$ cat config.mk
export PLATFORM = sky130hd
export DESIGN_NAME = mdio_transmitter
export DESIGN_NICKNAME = d
export VERILOG_FILES = /design/src/rtl/mdio_pkg.sv /design/src/rtl/mdio_bit_timer.sv /design/src/rtl/mdio_transmitter.sv
export SDC_FILE = /design/constraint.sdc
export NUM_CORES = 1
export LEC_CHECK = 0
export BUFFER_PORTS_ARGS = -buffer_cell sky130_fd_sc_hd__buf_2
export CAP_MARGIN = 0
export CELL_PAD_IN_SITES_DETAIL_PLACEMENT = 2
export CELL_PAD_IN_SITES_GLOBAL_PLACEMENT = 2
export CORE_UTILIZATION = 41
export CTS_BUF_LIST = sky130_fd_sc_hd__clkbuf_4 sky130_fd_sc_hd__clkbuf_8
export CTS_CLUSTER_SIZE = 12
export DETAILED_ROUTE_END_ITERATION = 12
export PLACE_DENSITY_LB_ADDON = 0.2
export SLEW_MARGIN = 5
export SYNTH_ARGS = -nofsm -noshare
export SYNTH_HDL_FRONTEND = slang
export SYNTH_HIERARCHICAL = 1
export SYNTH_SLANG_ARGS = --single-unit
$ cat constraint.sdc
create_clock -name clk -period 11.26 [get_ports clk]
set_clock_uncertainty 0.15 [all_clocks]
set_input_delay 2.252 -clock clk [delete_from_list [all_inputs] [get_ports clk]]
set_output_delay 2.252 -clock clk [all_outputs]
set_load 0.005 [all_outputs]
$ cat src/rtl/mdio_pkg.sv
// Shared definitions for the MDIO management-frame transmitter.
package mdio_pkg;

  typedef enum logic [1:0] {
    S_IDLE     = 2'd0,
    S_PREAMBLE = 2'd1,
    S_FRAME    = 2'd2,
    S_DONE     = 2'd3
  } mdio_state_e;

  localparam int FRAME_BITS = 32;
  localparam int CNT_W      = 8;

  localparam int ST_MSB    = 31;
  localparam int ST_LSB    = 30;
  localparam int OP_MSB    = 29;
  localparam int OP_LSB    = 28;
  localparam int PHYAD_MSB = 27;
  localparam int PHYAD_LSB = 23;
  localparam int REGAD_MSB = 22;
  localparam int REGAD_LSB = 18;
  localparam int TA_MSB    = 17;
  localparam int TA_LSB    = 16;
  localparam int DATA_MSB  = 15;
  localparam int DATA_LSB  = 0;

  localparam logic [1:0] OP_WRITE    = 2'b01;
  localparam logic [1:0] OP_READ     = 2'b10;
  localparam logic [1:0] ST_CLAUSE22 = 2'b01;

  // Anything other than OP_READ is sent verbatim and handled as a write.
  function automatic logic is_read_op(input logic [FRAME_BITS-1:0] frame);
    return frame[OP_MSB:OP_LSB] == OP_READ;
  endfunction

endpackage

$ cat src/rtl/mdio_bit_timer.sv
// MDC phase generator and bit down-counter; one bit spans two clk cycles.
module mdio_bit_timer
  import mdio_pkg::*;
(
  input  logic             clk,
  input  logic             rst,
  input  logic             en,
  input  logic             load,
  input  logic [CNT_W-1:0] load_val,
  output logic             mdc,
  output logic [CNT_W-1:0] cnt,
  output logic [CNT_W-1:0] cnt_nxt,
  output logic             bit_end,
  output logic             last_bit
);

  // The phase flop doubles as MDC, so the clock output is registered.
  always_comb begin
    bit_end  = en & mdc;
    last_bit = bit_end && (cnt == '0);
    cnt_nxt  = cnt;
    if (load)
      cnt_nxt = load_val;
    else if (bit_end)
      cnt_nxt = cnt - CNT_W'(1);
  end

  always_ff @(posedge clk or posedge rst) begin
    if (rst) begin
      mdc <= 1'b0;
      cnt <= '0;
    end else begin
      mdc <= en ? ~mdc : 1'b0;
      cnt <= cnt_nxt;
    end
  end

endmodule

$ cat src/rtl/mdio_transmitter.sv
// MDIO station-management initiator: preamble + 32-bit frame out, 16-bit read capture.
//
// state    | meaning
// S_IDLE   | line released, waiting for mdio_start
// S_PREAMBLE | driving PREAMBLE_BITS logic-1 bits
// S_FRAME  | shifting frame bits 31..0; read frames release the line from TA
// S_DONE   | one-cycle end-of-frame strobe; may accept the next frame
module mdio_transmitter
  import mdio_pkg::*;
#(
  parameter int PREAMBLE_BITS = 32
) (
  input  logic                  clk,
  input  logic                  rst,
  input  logic                  mdio_start,
  input  logic [FRAME_BITS-1:0] t_data,
  input  logic                  mdio_in,
  output logic                  mdc,
  output logic                  mdio_out,
  output logic                  mdio_oe,
  output logic [15:0]           rd_data,
  output logic                  data_rdy,
  output logic                  mdio_done,
  output logic                  busy
);

  localparam logic [CNT_W-1:0] PRE_LOAD   = CNT_W'(PREAMBLE_BITS - 1);
  localparam logic [CNT_W-1:0] FRAME_LOAD = CNT_W'(FRAME_BITS - 1);
  localparam logic [CNT_W-1:0] TA_BIT     = CNT_W'(TA_MSB);
  localparam logic [CNT_W-1:0] DATA_BITS  = CNT_W'(DATA_MSB + 1);

  mdio_state_e           state, state_nxt;
  logic [FRAME_BITS-1:0] frame_q;
  logic [15:0]           shreg;
  logic                  is_read;
  logic                  timer_en, load;
  logic [CNT_W-1:0]      load_val;
  logic [CNT_W-1:0]      cnt, cnt_nxt;
  logic                  bit_end, last_bit;
  logic                  accept;

  assign is_read  = is_read_op(frame_q);
  assign timer_en = (state == S_PREAMBLE) || (state == S_FRAME);

  always_comb begin
    state_nxt = state;
    load      = 1'b0;
    load_val  = PRE_LOAD;
    accept    = 1'b0;
    unique case (state)
      S_IDLE: begin
        if (mdio_start) begin
          state_nxt = S_PREAMBLE;
          load      = 1'b1;
          accept    = 1'b1;
        end
      end
      S_PREAMBLE: begin
        if (last_bit) begin
          state_nxt = S_FRAME;
          load      = 1'b1;
          load_val  = FRAME_LOAD;
        end
      end
      S_FRAME: begin
        if (last_bit)
          state_nxt = S_DONE;
      end
      S_DONE: begin
        // Accepting here gives back-to-back frames with no idle bit.
        if (mdio_start) begin
          state_nxt = S_PREAMBLE;
          load      = 1'b1;
          accept    = 1'b1;
        end else begin
          state_nxt = S_IDLE;
        end
      end
      default: state_nxt = S_IDLE;
    endcase
  end

  mdio_bit_timer u_timer (
    .clk      (clk),
    .rst      (rst),
    .en       (timer_en),
    .load     (load),
    .load_val (load_val),
    .mdc      (mdc),
    .cnt      (cnt),
    .cnt_nxt  (cnt_nxt),
    .bit_end  (bit_end),
    .last_bit (last_bit)
  );

  always_ff @(posedge clk or posedge rst) begin
    if (rst) begin
      state     <= S_IDLE;
      frame_q   <= '0;
      shreg     <= '0;
      rd_data   <= '0;
      data_rdy  <= 1'b0;
      mdio_done <= 1'b0;
      busy      <= 1'b0;
      mdio_out  <= 1'b0;
      mdio_oe   <= 1'b0;
    end else begin
      state     <= state_nxt;
      busy      <= (state_nxt != S_IDLE);
      mdio_done <= 1'b0;
      data_rdy  <= 1'b0;

      if (accept) begin
        frame_q <= t_data;
        shreg   <= '0;
      end

      if (state == S_FRAME && bit_end && is_read && cnt < DATA_BITS)
        shreg <= {shreg[14:0], mdio_in};

      if (state == S_FRAME && last_bit) begin
        mdio_done <= 1'b1;
        if (is_read) begin
          rd_data  <= {shreg[14:0], mdio_in};
          data_rdy <= 1'b1;
        end
      end

      // Line outputs follow the next bit, so they only move when MDC falls.
      unique case (state_nxt)
        S_PREAMBLE: begin
          mdio_out <= 1'b1;
          mdio_oe  <= 1'b1;
        end
        S_FRAME: begin
          if (is_read && cnt_nxt <= TA_BIT) begin
            mdio_out <= 1'b0;
            mdio_oe  <= 1'b0;
          end else begin
            mdio_out <= frame_q[cnt_nxt[4:0]];
            mdio_oe  <= 1'b1;
          end
        end
        default: begin
          mdio_out <= 1'b0;
          mdio_oe  <= 1'b0;
        end
      endcase
    end
  end

endmodule

* Word-level counts from Yosys, hierarchy flattened
Index checks and enable logic that the tools add are counted.
W data, S select, Z words.
** Operators by class
- Magnitude comparators :: 3
- Equality and inequality tests :: 6
- Reductions and logical operators :: 13
- Add/subtract/negate cells :: 1
- Bitwise operators :: 2
- Multiplexer cells :: 23
** Operators with widths (number)
- $mux W15 :: 2
- $mux W8 :: 2
- $mux W1 :: 11
- $eq A2 B2 Y1 const B :: 4
- $le A8 B5 Y1 const B :: 1
- $logic_not A8 Y1 :: 1
- $lt A8 B5 Y1 const B :: 1
- $pmux W2 S4 :: 1
- $sub A8 B1 Y8 const B :: 1
- $logic_and A1 B1 Y1 :: 6
- $lt A5 B6 Y1 const B :: 1
- $mux W2 :: 3
- $pmux W1 S2 :: 3
- $bmux W1 S5 :: 1
- $eq A2 B1 Y1 const B :: 2
- $reduce_bool A2 Y1 :: 2
- $logic_not A2 Y1 :: 1
- $reduce_and A2 Y1 :: 1
- $reduce_or A2 Y1 :: 1
- $and A1 B1 Y1 :: 1
- $logic_or A1 B1 Y1 :: 1
- $not A1 Y1 :: 1
** Storage, ports and cells
- Bits in registers :: 79
- Output and inout port bits :: 22
- Input port bits :: 36
- Word-level logic and storage cells :: 59

* Logic depth before layout (Yosys ltp)
Gate-level depths: netlist of the first run.
- Depth after elaboration :: 11
- Mapped depth :: 16
- Mapped depth without buffers :: 13

* Modules after synthesis
The synthesis of the first run kept the hierarchy.
** By module, submodules not included
- mdio_transmitter :: cells an instance 261, sequential area each 1751.7 um2, area each 3121.7 um2, instances 1
- mdio_bit_timer :: cells an instance 58, sequential area each 225.2 um2, area each 521.8 um2, instances 1

* Worst setup path before layout of the first run
Ideal clock, no wire load.
- Path type :: input port to flip-flop
- Start point :: input mdio_start
- End point :: register mdio_out
- Setup slack :: 5.883 ns
- Data arrival time :: 5.106 ns
- Cell stages on the path :: 13
- Cells stage by stage :: nor2b_1 -> buf_1 -> clkbuf_1 -> a21oi_1 -> nor2_1 -> clkbuf_1 -> nand2_1 -> o21ai_0 -> buf_6 -> mux4_1 -> mux2_2 -> or3_1 -> a41o_1
** On the way
- Longest elaborated chain between the ends :: 7
- Elaborated cells between the ends (all ways) :: 14
- Those cells by class :: order compare: 1; eq/ne: 2; mux: 10; reduce/logical: 1
** Ends and longest elaborated chain
- start: declaration :: RTL line mdio_transmitter.sv:15 : input logic mdio_start,
- $mux W1 (*) :: RTL line mdio_transmitter.sv:52, mdio_transmitter.sv:71
- $pmux W1 S2 (*) :: RTL line mdio_transmitter.sv:50 : unique case (state)
- named net load :: RTL line mdio_transmitter.sv:36 : logic timer_en, load;
- $mux W8 (*) :: RTL line mdio_bit_timer.sv:22 : if (load)
- named net cnt_nxt[0] :: RTL line mdio_transmitter.sv:38 : logic [CNT_W-1:0] cnt, cnt_nxt;
- $bmux W1 S5 or $le A8 B5 Y1 (tied branches) :: RTL line mdio_transmitter.sv:140, mdio_transmitter.sv:136
- $mux W1 (implied by the code) or $logic_and A1 B1 Y1 (tied branches) :: RTL line mdio_transmitter.sv:140, mdio_transmitter.sv:136
- $mux W1 (*) :: RTL line mdio_transmitter.sv:136 : if (is_read && cnt_nxt <= TA_BIT) begin
- $pmux W1 S2 (*) :: RTL line mdio_transmitter.sv:130 : unique case (state_nxt)
- end signal: assignment :: RTL line mdio_transmitter.sv:140 : mdio_out <= frame_q[cnt_nxt[4:0]];
- end: declaration :: RTL line mdio_transmitter.sv:19 : output logic mdio_out,
The timed path passes the listed nets; every way through them passes the cells marked *. The select of a mux whose other input is x is not followed.
A chain may end at the register's enable or synchronous reset.

* Worst setup path after layout of the first run
Ends and elaborated chain as after synthesis.

==> results by group, run 1 <==
Route
  – DR iter-0 viols: 106
  – # DRC: 0
  – ANT nets after route: 0
  – First drt pass iteration count: 4
  – Total wire length: 8.97 mm
  – Vias per std cell: 5.35
  – DR WL/cell: 18.2 um
  – Vias post-DR: 2644

Setup path
  – FF-to-FF Start: state[1]
  – CP Data Arrival Time: 5710 ps
  – RR Endpoint: mdio_out
  – R2R setup slack: 5950 ps
  – CP Launch Type: primary input
  – Largest stage delay, worst path: 690 ps
  – Crit-path cells: buf_2 > nor2b_4 > buf_4 > a21oi_1 > nor2_1 > nand2_1 > o21ai_1 > mux4_1 > mux2_2 > or3_1 > a41o_1
  – Crit path kind: in -> reg
  – Crit path max fanout: 48
  – R2R cell count: 12
  – CP Buf/Inv Count: 2
  – Worst path required time: 11350 ps
  – CP Capture Type: flop
  – Largest delay share family, worst path: simple AND/OR/NAND/NOR gates
  – Slowest cell on crit path: o21ai_1

Final layout
  – Fillers: 917
  – Synth-to-Final Area Change: 16.8%
  – Register area: 1980 sq um
  – Share of cells above drive strength 1: 0.306
  – Multi-input gate area: 1520 sq um
  – Layout Cells excl Fill: 494
  – Commonest non-fill, non-tap cells in the layout: 79 x dfrtp_1, 57 x buf_2, 35 x o21ai_0
  – Fin nets: 426
  – Most common cell after layout, fill and taps aside: dfrtp_1
  – Diode count: 0

Global route
  – Largest net degree at the start of global routing: 71
  – Initial antenna violation count: 0
  – First-pass GRT wire length: 14.6 mm
  – Total gr overflow: 0
  – Vias in the first global route: 2762
  – GR Util All Layers: 0.216

Floorplanning
  – Die Height: 96.3 um
  – Initial core utilization: 0.420
  – Top-Level Pins: 58
  – Core Footprint: 8680 sq um
  – Die Footprint: 9270 sq um
  – FP Rows: 34
  – Die Wd: 96.3 um

Timing
  – Worst-Margin Slew: 1260 ps
  – Slew Limit Fails: 0
  – Endpoints failing setup: 0
  – F_max: 178 MHz
  – Relative slew slack: 0.156
  – Min cycle time layout: 5620 ps
  – Final hold vios: 0
  – Setup TNS: 0 ps
  – Final critical-path share of the clock period: 0.499
  – RSZ-0062 raised after global routing: no

Place
  – I/O Buffers: 57
  – Dpl cells: 478
  – Routability congestion estimate: 0.721
  – Hpwl dp: 5.95 mm

Logic synthesis
  – Largest family of logic cells by synthesized area: multiplexers
  – XOR/XNOR share of the synthesized area: 0.00240
  – Mapped Area: 3640 sq um
  – Area leader, netlist: dfrtp_1
  – Main area contributors after synthesis: dfrtp_1 54%, mux2_2 11%, o21ai_0 4.9%
  – Syn Inst Count: 319
  – Seq/Total Area, Yosys: 0.543
  – Avg Cell Area, Syn: 11.4 sq um
  – Synth cell types: 40
  – Synth Register Bits: 79
  – Mux cell area share after synthesis: 0.160
  – Fraction of the mapped netlist area in adder cells: 0.0309
  – Ys Warns: 6
  – Post-synthesis compound-gate area fraction: 0.0859
  – Simple-gate portion of the synthesized area: 0.127
  – Top-area cell type share of the netlist area: 0.543

Power
  – Lkg Pwr: 1.98 nW
  – Max IR drop VDD: 0.121 mV
  – Power Density: 242 nW/um^2

Min path
  – Worst hold start: rd_data[0]
  – Min-Delay Endpoint: rd_data[0]
  – Hold Path Class: reg -> reg
  – Hold-critical path depth: 2

Clock network
  – CTS tree: yes
  – Clock latency on the worst-skew pair: 350 ps
  – Clock H-tree levels: 3
  – Cts repair resizes: 0
  – Bufs on Longest Clock Path: 2
  – Clock-pin slew on the worst setup and hold paths: 90 ps
  – Num Clock Sinks: 79
  – CTS root buf: clkbuf_8
  – Cts hold-fix bufs: 0
  – Number of CTS-inserted buffers: 9
  – Post-CTS Setup Bufs: 0

Status
  – Status: completed

Run
  – Maxcap violations: 0
## Yosys cell counts
cell type   n
a21oi_1     4
a221o_1     1
a22oi_1     1
a311o_1     1
a31o_2      1
a31oi_1     2
a41o_1      1
and2_1      2
buf_1       3
buf_2       1
buf_6       1
clkbuf_1   10
conb_1      2
dfrtp_1    79
ha_1        9
inv_1      30
mux2_2     34
mux2i_1     7
mux4_1      5
nand2_1    25
nand3_1     5
nand3b_1   17
nand4_1     1
nand4b_1    1
nor2_1     11
nor2b_1     6
nor3_1      3
nor3b_1     1
nor4b_1     1
o211ai_1    4
o21ai_0    36
o221ai_1    1
o31ai_1     2
or2_2       1
or3_1       1
or3_2       1
or4_1       4
or4_2       2
or4_4       1
xnor2_1     1
## sequential cells by signal, summed over array words and instances, names as in the netlist, 2 cells and up
register     count
frame_q         32
u_timer/cnt      8
shreg           15
state            2
rd_data         16
## report_power, final
group | switching [W] | internal (W)
clock network | 0.000114 | 0.000105
logic | 0.000184 | 0.000193
registers | 0.0000657 | 0.000366
## cells by family after synthesis
| family | count (synthesis) |
|---|---|
| adder cells (fa/ha/maj) | 9 |
| buffers and inverters | 45 |
| AND/OR/NAND/NOR | 83 |
| multiplexers | 46 |
| XOR/XNOR | 1 |
| other | 2 |
| flip-flops | 79 |
| AO/OA/AOI/OAI | 54 |
## layout make-up
class	instances	area share
Inverter	30	0.0265
Multi-Input combinational cell	201	0.357
Timing Repair Buffer	60	0.0724
Sequential cell	79	0.465
Clock buffer	9	0.0291
Tap cell	108	0.0318
Clock inverter	7	0.0185
## worst register-to-register path: stages (launching register included)
cell and delay (ps):
dfrtp_1 430, inv_1 90, ha_1 470, nand3b_1 250, nor4b_1 960, a21oi_1 170
nor2_1 620, nand2_1 100, o21ai_1 690, mux4_1 440, mux2_2 290, or3_1 300
a41o_1 240
## metrics by stage
step	setup WS [ps]	area (sq um)	hold WS [ps]	power (W)	util
finish	5640	4250	339	0.00103	0.490
global route	5380	4250	382	0.00109	0.490
CTS	5570	4250	346	0.00104	0.490
detailed placement	5280	4050	321	0.000807	0.467
global placement	5470	4050	308	0.000785	0.467
floorplan	5880	3670	322	0.000701	-
## per-layer routing
layer	up-vias	track usage	part of all wire
met1	1358	0.281	0.45
met3	8	0.0490	0.031
met5	-	0	0
met2	50	0.361	0.51
met4	0	0.0634	0.010
li1	1228	-	-
## how the worst max path moves through the flow
stage	depth (start not counted)	startpoint	slack, ps	to
final	11	mdio_start	5640	mdio_out
after global routing	11	mdio_start	5380	mdio_out
after CTS	11	mdio_start	5570	mdio_out
after detailed placement	11	mdio_start	5280	mdio_out
after global placement	11	mdio_start	5470	mdio_out
after floorplan	13	mdio_start	5880	mdio_out
No activity file was read; power rests on OpenSTA's default activity.
==> run 2: changes to the inputs <==
--- a/config.mk
+++ b/config.mk
@@ -9,7 +9,7 @@
 export CAP_MARGIN = 0
 export CELL_PAD_IN_SITES_DETAIL_PLACEMENT = 2
 export CELL_PAD_IN_SITES_GLOBAL_PLACEMENT = 2
-export CORE_UTILIZATION = 41
+export CORE_UTILIZATION = 38
 export CTS_BUF_LIST = sky130_fd_sc_hd__clkbuf_4 sky130_fd_sc_hd__clkbuf_8
 export CTS_CLUSTER_SIZE = 12
 export DETAILED_ROUTE_END_ITERATION = 12
==> constraint.sdc (replaced) <==
create_clock -name clk -period 5.6 [get_ports clk]
set_clock_uncertainty 0.15 [all_clocks]
set_input_delay 1.12 -clock clk [delete_from_list [all_inputs] [get_ports clk]]
set_output_delay 1.12 -clock clk [all_outputs]
set_load 0.005 [all_outputs]
==> run 2 against run 1 <==
Net effect: wire length increased by 0.22%; core utilization decreased by 2.9 points; final cell count increased by 4.5%; largest cell class unchanged; combinational power increased by 110%; clock power increased by 92%.
==> results by group, run 2 (synthesis gave the netlist of run 1 again) <==
Status
  – Status: completed

Final layout
  – Commonest non-fill, non-tap cells in the layout: 79 x dfrtp_1, 57 x buf_2, 35 x o21ai_0
  – Biggest register: frame_q
  – Share of cells above drive strength 1: 0.307
  – Synth-to-Final Area Change: 17.4%
  – Largest regs: frame_q (32), rd_data (16), shreg (15)
  – Max reg flops: 32
  – Fin nets: 428
  – Most common cell after layout, fill and taps aside: dfrtp_1
  – Diode count: 0

Route
  – Total wire length: 8.99 mm
  – DR WL/cell: 17.4 um
  – DR iter-0 viols: 80
  – Vias per std cell: 5.05
  – # DRC: 0
  – ANT nets after route: 0
  – Vias post-DR: 2605
  – First drt pass iteration count: 4

Floorplanning
  – Die Footprint: 9980 sq um
  – Die Wd: 99.9 um
  – Core Footprint: 9280 sq um
  – Top-Level Pins: 58
  – Die Height: 99.9 um
  – Initial core utilization: 0.392
  – FP Rows: 35

Timing
  – Final critical-path share of the clock period: 0.859
  – Min cycle time layout: 4810 ps
  – F_max: 208 MHz
  – Min Hold Slack: 326 ps
  – Worst-Margin Slew: 1080 ps
  – Final hold vios: 0
  – RSZ-0062 raised after global routing: no
  – Relative slew slack: 0.275
  – Slew Limit Fails: 0
  – Setup TNS: 0 ps
  – Endpoints failing setup: 0

Setup path
  – Crit-path cells: inv_1 > ha_1 > nand3b_1 > nor4b_1 > a21oi_1 > nor2_1 > nand2_1 > o21ai_0 > buf_4 > mux4_1 > mux2_2 > or3_1 > a41o_1
  – Crit path max fanout: 13
  – CP Launch Type: flop
  – Largest stage delay, worst path: 740 ps
  – CP Data Arrival Time: 4910 ps
  – RR Endpoint: mdio_out
  – Crit path kind: reg -> reg
  – Setup crit end: mdio_out
  – Worst path required time: 5700 ps
  – FF-to-FF Start: state[0]
  – CP Capture Type: flop
  – Beginning of the critical path: state[0]
  – R2R setup slack: 790 ps
  – Slowest cell on crit path: nor4b_1
  – R2R cell count: 13

Power
  – Max IR drop VDD: 0.196 mV
  – Net switching power figure: 0.000723 W
  – Logic pwr share: 0.383
  – Internal power: 0.00134 W
  – Power Density: 482 nW/um^2
  – Flop pwr share: 0.413
  – Switching power share of the total: 0.351
  – Lkg Pwr: 1.98 nW
  – Power share of the clock group: 0.204

Clock network
  – Clock-pin slew on the worst setup and hold paths: 90 ps
  – Clock latency on the worst-skew pair: 350 ps
  – Num Clock Sinks: 79
  – Clock H-tree levels: 3
  – Bufs on Longest Clock Path: 2
  – Cts repair resizes: 0
  – Number of CTS-inserted buffers: 9
  – Cts hold-fix bufs: 0
  – CTS tree: yes
  – Post-CTS Setup Bufs: 0
  – CTS root buf: clkbuf_8

Min path
  – Hold Path Class: reg -> reg

Global route
  – Largest net degree at the start of global routing: 48
  – Vias in the first global route: 2928
  – Initial antenna violation count: 0
  – First-pass GRT wire length: 15.0 mm
  – Total gr overflow: 0
  – GR Util All Layers: 0.198

Place
  – Hpwl dp: 6.21 mm
  – I/O Buffers: 57
  – Routability congestion estimate: 0.744

Run
  – Maxcap violations: 0
## run 2: cell types whose count changed in the layout (fill, tap and decap cells not counted), sizes merged
cell / delta
buf: +2
clkinv: +2
clkinvlp: -1
inv: -2
## run 2: how the worst min path moves through the flow
stage	startpoint	to	slack [ps]	depth (start not counted)
global placement	rd_data[5]	rd_data[5]	310	2
finish	rd_data[6]	rd_data[6]	330	2
floorplan	frame_q[22]	frame_q[22]	320	1
CTS	rd_data[6]	rd_data[6]	330	2
global route	frame_q[20]	frame_q[20]	370	1
detailed placement	rd_data[6]	rd_data[6]	310	2
## run 2: per-stage QoR
| step | setup WS (ps) | std cells | utilization | cell area (sq um) | power [W] |
|---|---|---|---|---|---|
| after floorplan | 1360 | 325 | - | 3670 | 0.00141 |
| after global placement | 1030 | 501 | 0.441 | 4090 | 0.00160 |
| after detailed placement | 824 | 501 | 0.441 | 4090 | 0.00164 |
| after CTS | 801 | 516 | 0.461 | 4280 | 0.00209 |
| after global routing | 334 | 516 | 0.461 | 4280 | 0.00219 |
| final | 788 | 516 | 0.461 | 4280 | 0.00206 |
## run 2: routing by layer
metal,GRT usage,up-vias,part of all wire
li1,-,1228,-
met1,0.253,1323,0.46
met2,0.339,45,0.50
met3,0.0376,9,0.027
met4,0.0611,0,0.012
met5,0,-,0
## run 2: layout make-up
type	instances	area, sq um
multi-input combinational	201	1520
fill	1001	5010
tap	129	161
inverter	30	113
timing repair buffer	62	323
clock buffer	9	124
sequential	79	1980
clock inverter	6	61.3
## run 2: power by group through the flow
stage | combinational [W] | sequential [W] | clock, W
after detailed placement | 0.000782 | 0.000862 | 0
after global placement | 0.000742 | 0.000856 | 0
final | 0.000790 | 0.000851 | 0.000420
after floorplan | 0.000593 | 0.000817 | 0
after CTS | 0.000803 | 0.000854 | 0.000433
after global routing | 0.000863 | 0.000874 | 0.000452
## run 2: critical path: cells and delay by family, from the launching register on
kind,cells,cell delay [ps]
AOI/OAI and AO/OA,3,540
adders and majority gates,1,430
buffers and inverters,2,310
DFF,1,400
muxes,2,840
and+or+nand+nor,5,2030
==> run 3: changes to the inputs <==
--- a/config.mk
+++ b/config.mk
@@ -5,16 +5,17 @@
 export SDC_FILE = /design/constraint.sdc
 export NUM_CORES = 1
 export LEC_CHECK = 0
+export ABC_AREA = 1
 export BUFFER_PORTS_ARGS = -buffer_cell sky130_fd_sc_hd__buf_2
 export CAP_MARGIN = 0
 export CELL_PAD_IN_SITES_DETAIL_PLACEMENT = 2
 export CELL_PAD_IN_SITES_GLOBAL_PLACEMENT = 2
-export CORE_UTILIZATION = 38
+export CORE_UTILIZATION = 36
 export CTS_BUF_LIST = sky130_fd_sc_hd__clkbuf_4 sky130_fd_sc_hd__clkbuf_8
 export CTS_CLUSTER_SIZE = 12
 export DETAILED_ROUTE_END_ITERATION = 12
+export MAX_ROUTING_LAYER = met4
 export PLACE_DENSITY_LB_ADDON = 0.2
-export SLEW_MARGIN = 5
 export SYNTH_ARGS = -nofsm -noshare
 export SYNTH_HDL_FRONTEND = slang
 export SYNTH_HIERARCHICAL = 1
==> run 3 against run 2 <==
Net effect: power increased by 7.7%; core utilization decreased by 3.0 points; synthesized area up 4.5%; critical path type unchanged; largest cell class unchanged.
==> results by group, run 3 <==
Route
  – DR iter-0 viols: 137
  – Total wire length: 9.55 mm
  – Vias per std cell: 4.79
  – First drt pass iteration count: 4
  – ANT nets after route: 0
  – DR WL/cell: 15.3 um
  – # DRC: 0
  – Vias post-DR: 2979

Setup path
  – CP Launch Type: flop
  – Crit path max fanout: 17
  – FF-to-FF Start: state[0]
  – CP Capture Type: flop
  – R2R cell count: 19
  – Largest delay share family, worst path: simple AND/OR/NAND/NOR gates
  – Cell mode on critical path: nand2_1
  – Slowest cell on crit path: a21oi_1
  – R2R setup slack: 1540 ps
  – CP Buf/Inv Count: 4
  – Crit-path cells: inv_1 > ha_1 > nand2_2 > nor2_1 > nand4_1 > nor3_1 > nand2_1 > a21oi_1 > inv_1 > a31oi_1 > buf_4 > inv_6 > nand2_1 > nand3_1 > a21oi_1 > nor2_1 > nand2_1 > nand3_1 > a21oi_2
  – Crit path kind: reg -> reg
  – Worst path required time: 5730 ps
  – CP Data Arrival Time: 4180 ps
  – RR Endpoint: mdio_out
  – Largest stage delay, worst path: 540 ps

Clock network
  – Clock latency on the worst-skew pair: 350 ps
  – Cts hold-fix bufs: 0
  – Number of CTS-inserted buffers: 9
  – Cts repair resizes: 0
  – Post-CTS Setup Bufs: 0
  – Bufs on Longest Clock Path: 2
  – Clock-pin slew on the worst setup and hold paths: 90 ps
  – CTS root buf: clkbuf_8
  – Clock H-tree levels: 3
  – CTS tree: yes
  – Num Clock Sinks: 79

Logic synthesis
  – Share of flip-flops with an asynchronous set or reset: 1.00
  – Avg Cell Area, Syn: 9.11 sq um
  – Top-area cell type share of the netlist area: 0.519
  – Main area contributors after synthesis: dfrtp_1 52%, nand2_1 8.5%, inv_1 6.3%
  – Mapped Area: 3810 sq um
  – Area leader, netlist: dfrtp_1
  – Synth Register Bits: 79
  – Number of synthesized flops with an enable pin: 0
  – Ys flop type: dfrtp_1
  – Synth cell types: 33
  – Seq/Total Area, Yosys: 0.519
  – Syn Inst Count: 418
  – Most frequent cells after synthesis: 86 x nand2_1, 79 x dfrtp_1, 64 x inv_1
  – Most common cell in the netlist: nand2_1
  – Ys Warns: 6

Place
  – I/O Buffers: 57
  – Dpl cells: 606
  – Hpwl dp: 7.04 mm
  – Routability congestion estimate: 0.832

Timing
  – Final hold vios: 0
  – Endpoints failing setup: 0
  – RSZ-0062 raised after global routing: no
  – Slew Limit Fails: 0
  – Final critical-path share of the clock period: 0.725
  – Relative slew slack: 0.406
  – Setup TNS: 0 ps
  – Min cycle time layout: 4060 ps
  – Min Hold Slack: 337 ps
  – Worst-Margin Slew: 891 ps
  – F_max: 246 MHz

Min path
  – Min-Delay Endpoint: rd_data[7]
  – Worst hold start: rd_data[7]
  – Hold Path Class: reg -> reg
  – Hold-critical path depth: 2

Run
  – Maxcap violations: 0

Final layout
  – Largest regs: frame_q (32), rd_data (16), shreg (15)
  – Commonest non-fill, non-tap cells in the layout: 85 x nand2_1, 79 x dfrtp_1, 63 x inv_1
  – Fin nets: 526
  – Share of cells above drive strength 1: 0.251
  – Biggest register: frame_q
  – Synth-to-Final Area Change: 16.3%
  – Final core occ: 0.431
  – Most common cell after layout, fill and taps aside: nand2_1
  – Diode count: 0
  – Layout Cells excl Fill: 622
  – Max reg flops: 32
  – Fillers: 1182

Global route
  – GR Util met2: 0.330
  – GR Util All Layers: 0.195
  – Initial antenna violation count: 0
  – First-pass GRT wire length: 16.3 mm
  – Met3 Resource Use GR: 0.0287
  – M1 GR Usage: 0.240
  – Largest net degree at the start of global routing: 71
  – Gr busiest metal: met2
  – Total gr overflow: 0
  – Vias in the first global route: 3326

Floorplanning
  – Core Footprint: 10300 sq um
  – Top-Level Pins: 58
  – Die Footprint: 11000 sq um
  – Initial core utilization: 0.370
  – Die Wd: 105 um
  – FP Rows: 37
  – Die Height: 105 um

Power
  – Power Density: 501 nW/um^2
  – Lkg Pwr: 2.25 nW
  – Max IR drop VDD: 0.158 mV
  – Power Total: 0.00222 W

Status
  – Status: completed
==> run 3: layer usage <==
metal  vias to the layer above  wire, um
li1                       1441         -
met3                        12       226
met4                         0       146
met5                         -         0
met2                        42      4830
met1                      1484      4340
==> run 3: stage by stage <==
step	setup WS, ps	instance area (sq um)
after floorplan	2330	3830
after global placement	1790	4190
after detailed placement	1590	4190
after CTS	1460	4430
after global routing	997	4430
final	1540	4430
==> run 3: how the worst max path moves through the flow <==
stage,cells past startpoint,from,to
after floorplan,17,mdio_start,mdio_out
after CTS,19,state[0],mdio_out
after global placement,18,state[0],mdio_out
final,19,state[0],mdio_out
after detailed placement,18,state[0],mdio_out
after global routing,19,state[0],mdio_out
==> run 3: worst reg2reg max path, stage by stage (launching register included) <==
cell,delay [ps]
dfrtp_1,400
inv_1,90
ha_1,370
nand2_2,130
nor2_1,110
nand4_1,90
nor3_1,340
nand2_1,120
a21oi_1,540
inv_1,300
a31oi_1,240
buf_4,270
inv_6,110
nand2_1,80
nand3_1,70
a21oi_1,220
nor2_1,90
nand2_1,60
nand3_1,70
a21oi_2,130
==> run 3: cell families (layout without fill, tap and decap cells) <==
kind of cell               Yosys count  after routing  share of synthesized area
and+or+nand+nor                    161            161                      0.187
DFF                                 79             79                      0.519
other                                2              8                    0.00197
AOI/OAI and AO/OA                   69             69                      0.115
buffers and inverters               82            144                     0.0996
adders and majority gates            9              9                     0.0296
muxes                               16             16                     0.0473
==> run 3: where the power goes <==
group	switching, W	total [W]	leakage (nW)	internal (W)
logic	0.000578	0.000890	1.15	0.000312
clock network	0.000218	0.000492	0.119	0.000274
registers	0.000105	0.000836	0.989	0.000731
total	0.000901	0.00222	2.25	0.00132
==> run 3: cell type report <==
class / count / area, sq um / area share
flip-flops and latches: 79 / 1980 / 0.446
well taps: 136 / 170 / 0.0384
inverters: 67 / 256 / 0.0579
repair buffers: 61 / 315 / 0.0712
multi-input cells: 263 / 1480 / 0.333
clock inverters: 5 / 88.8 / 0.0201
clock buffers: 11 / 145 / 0.0328
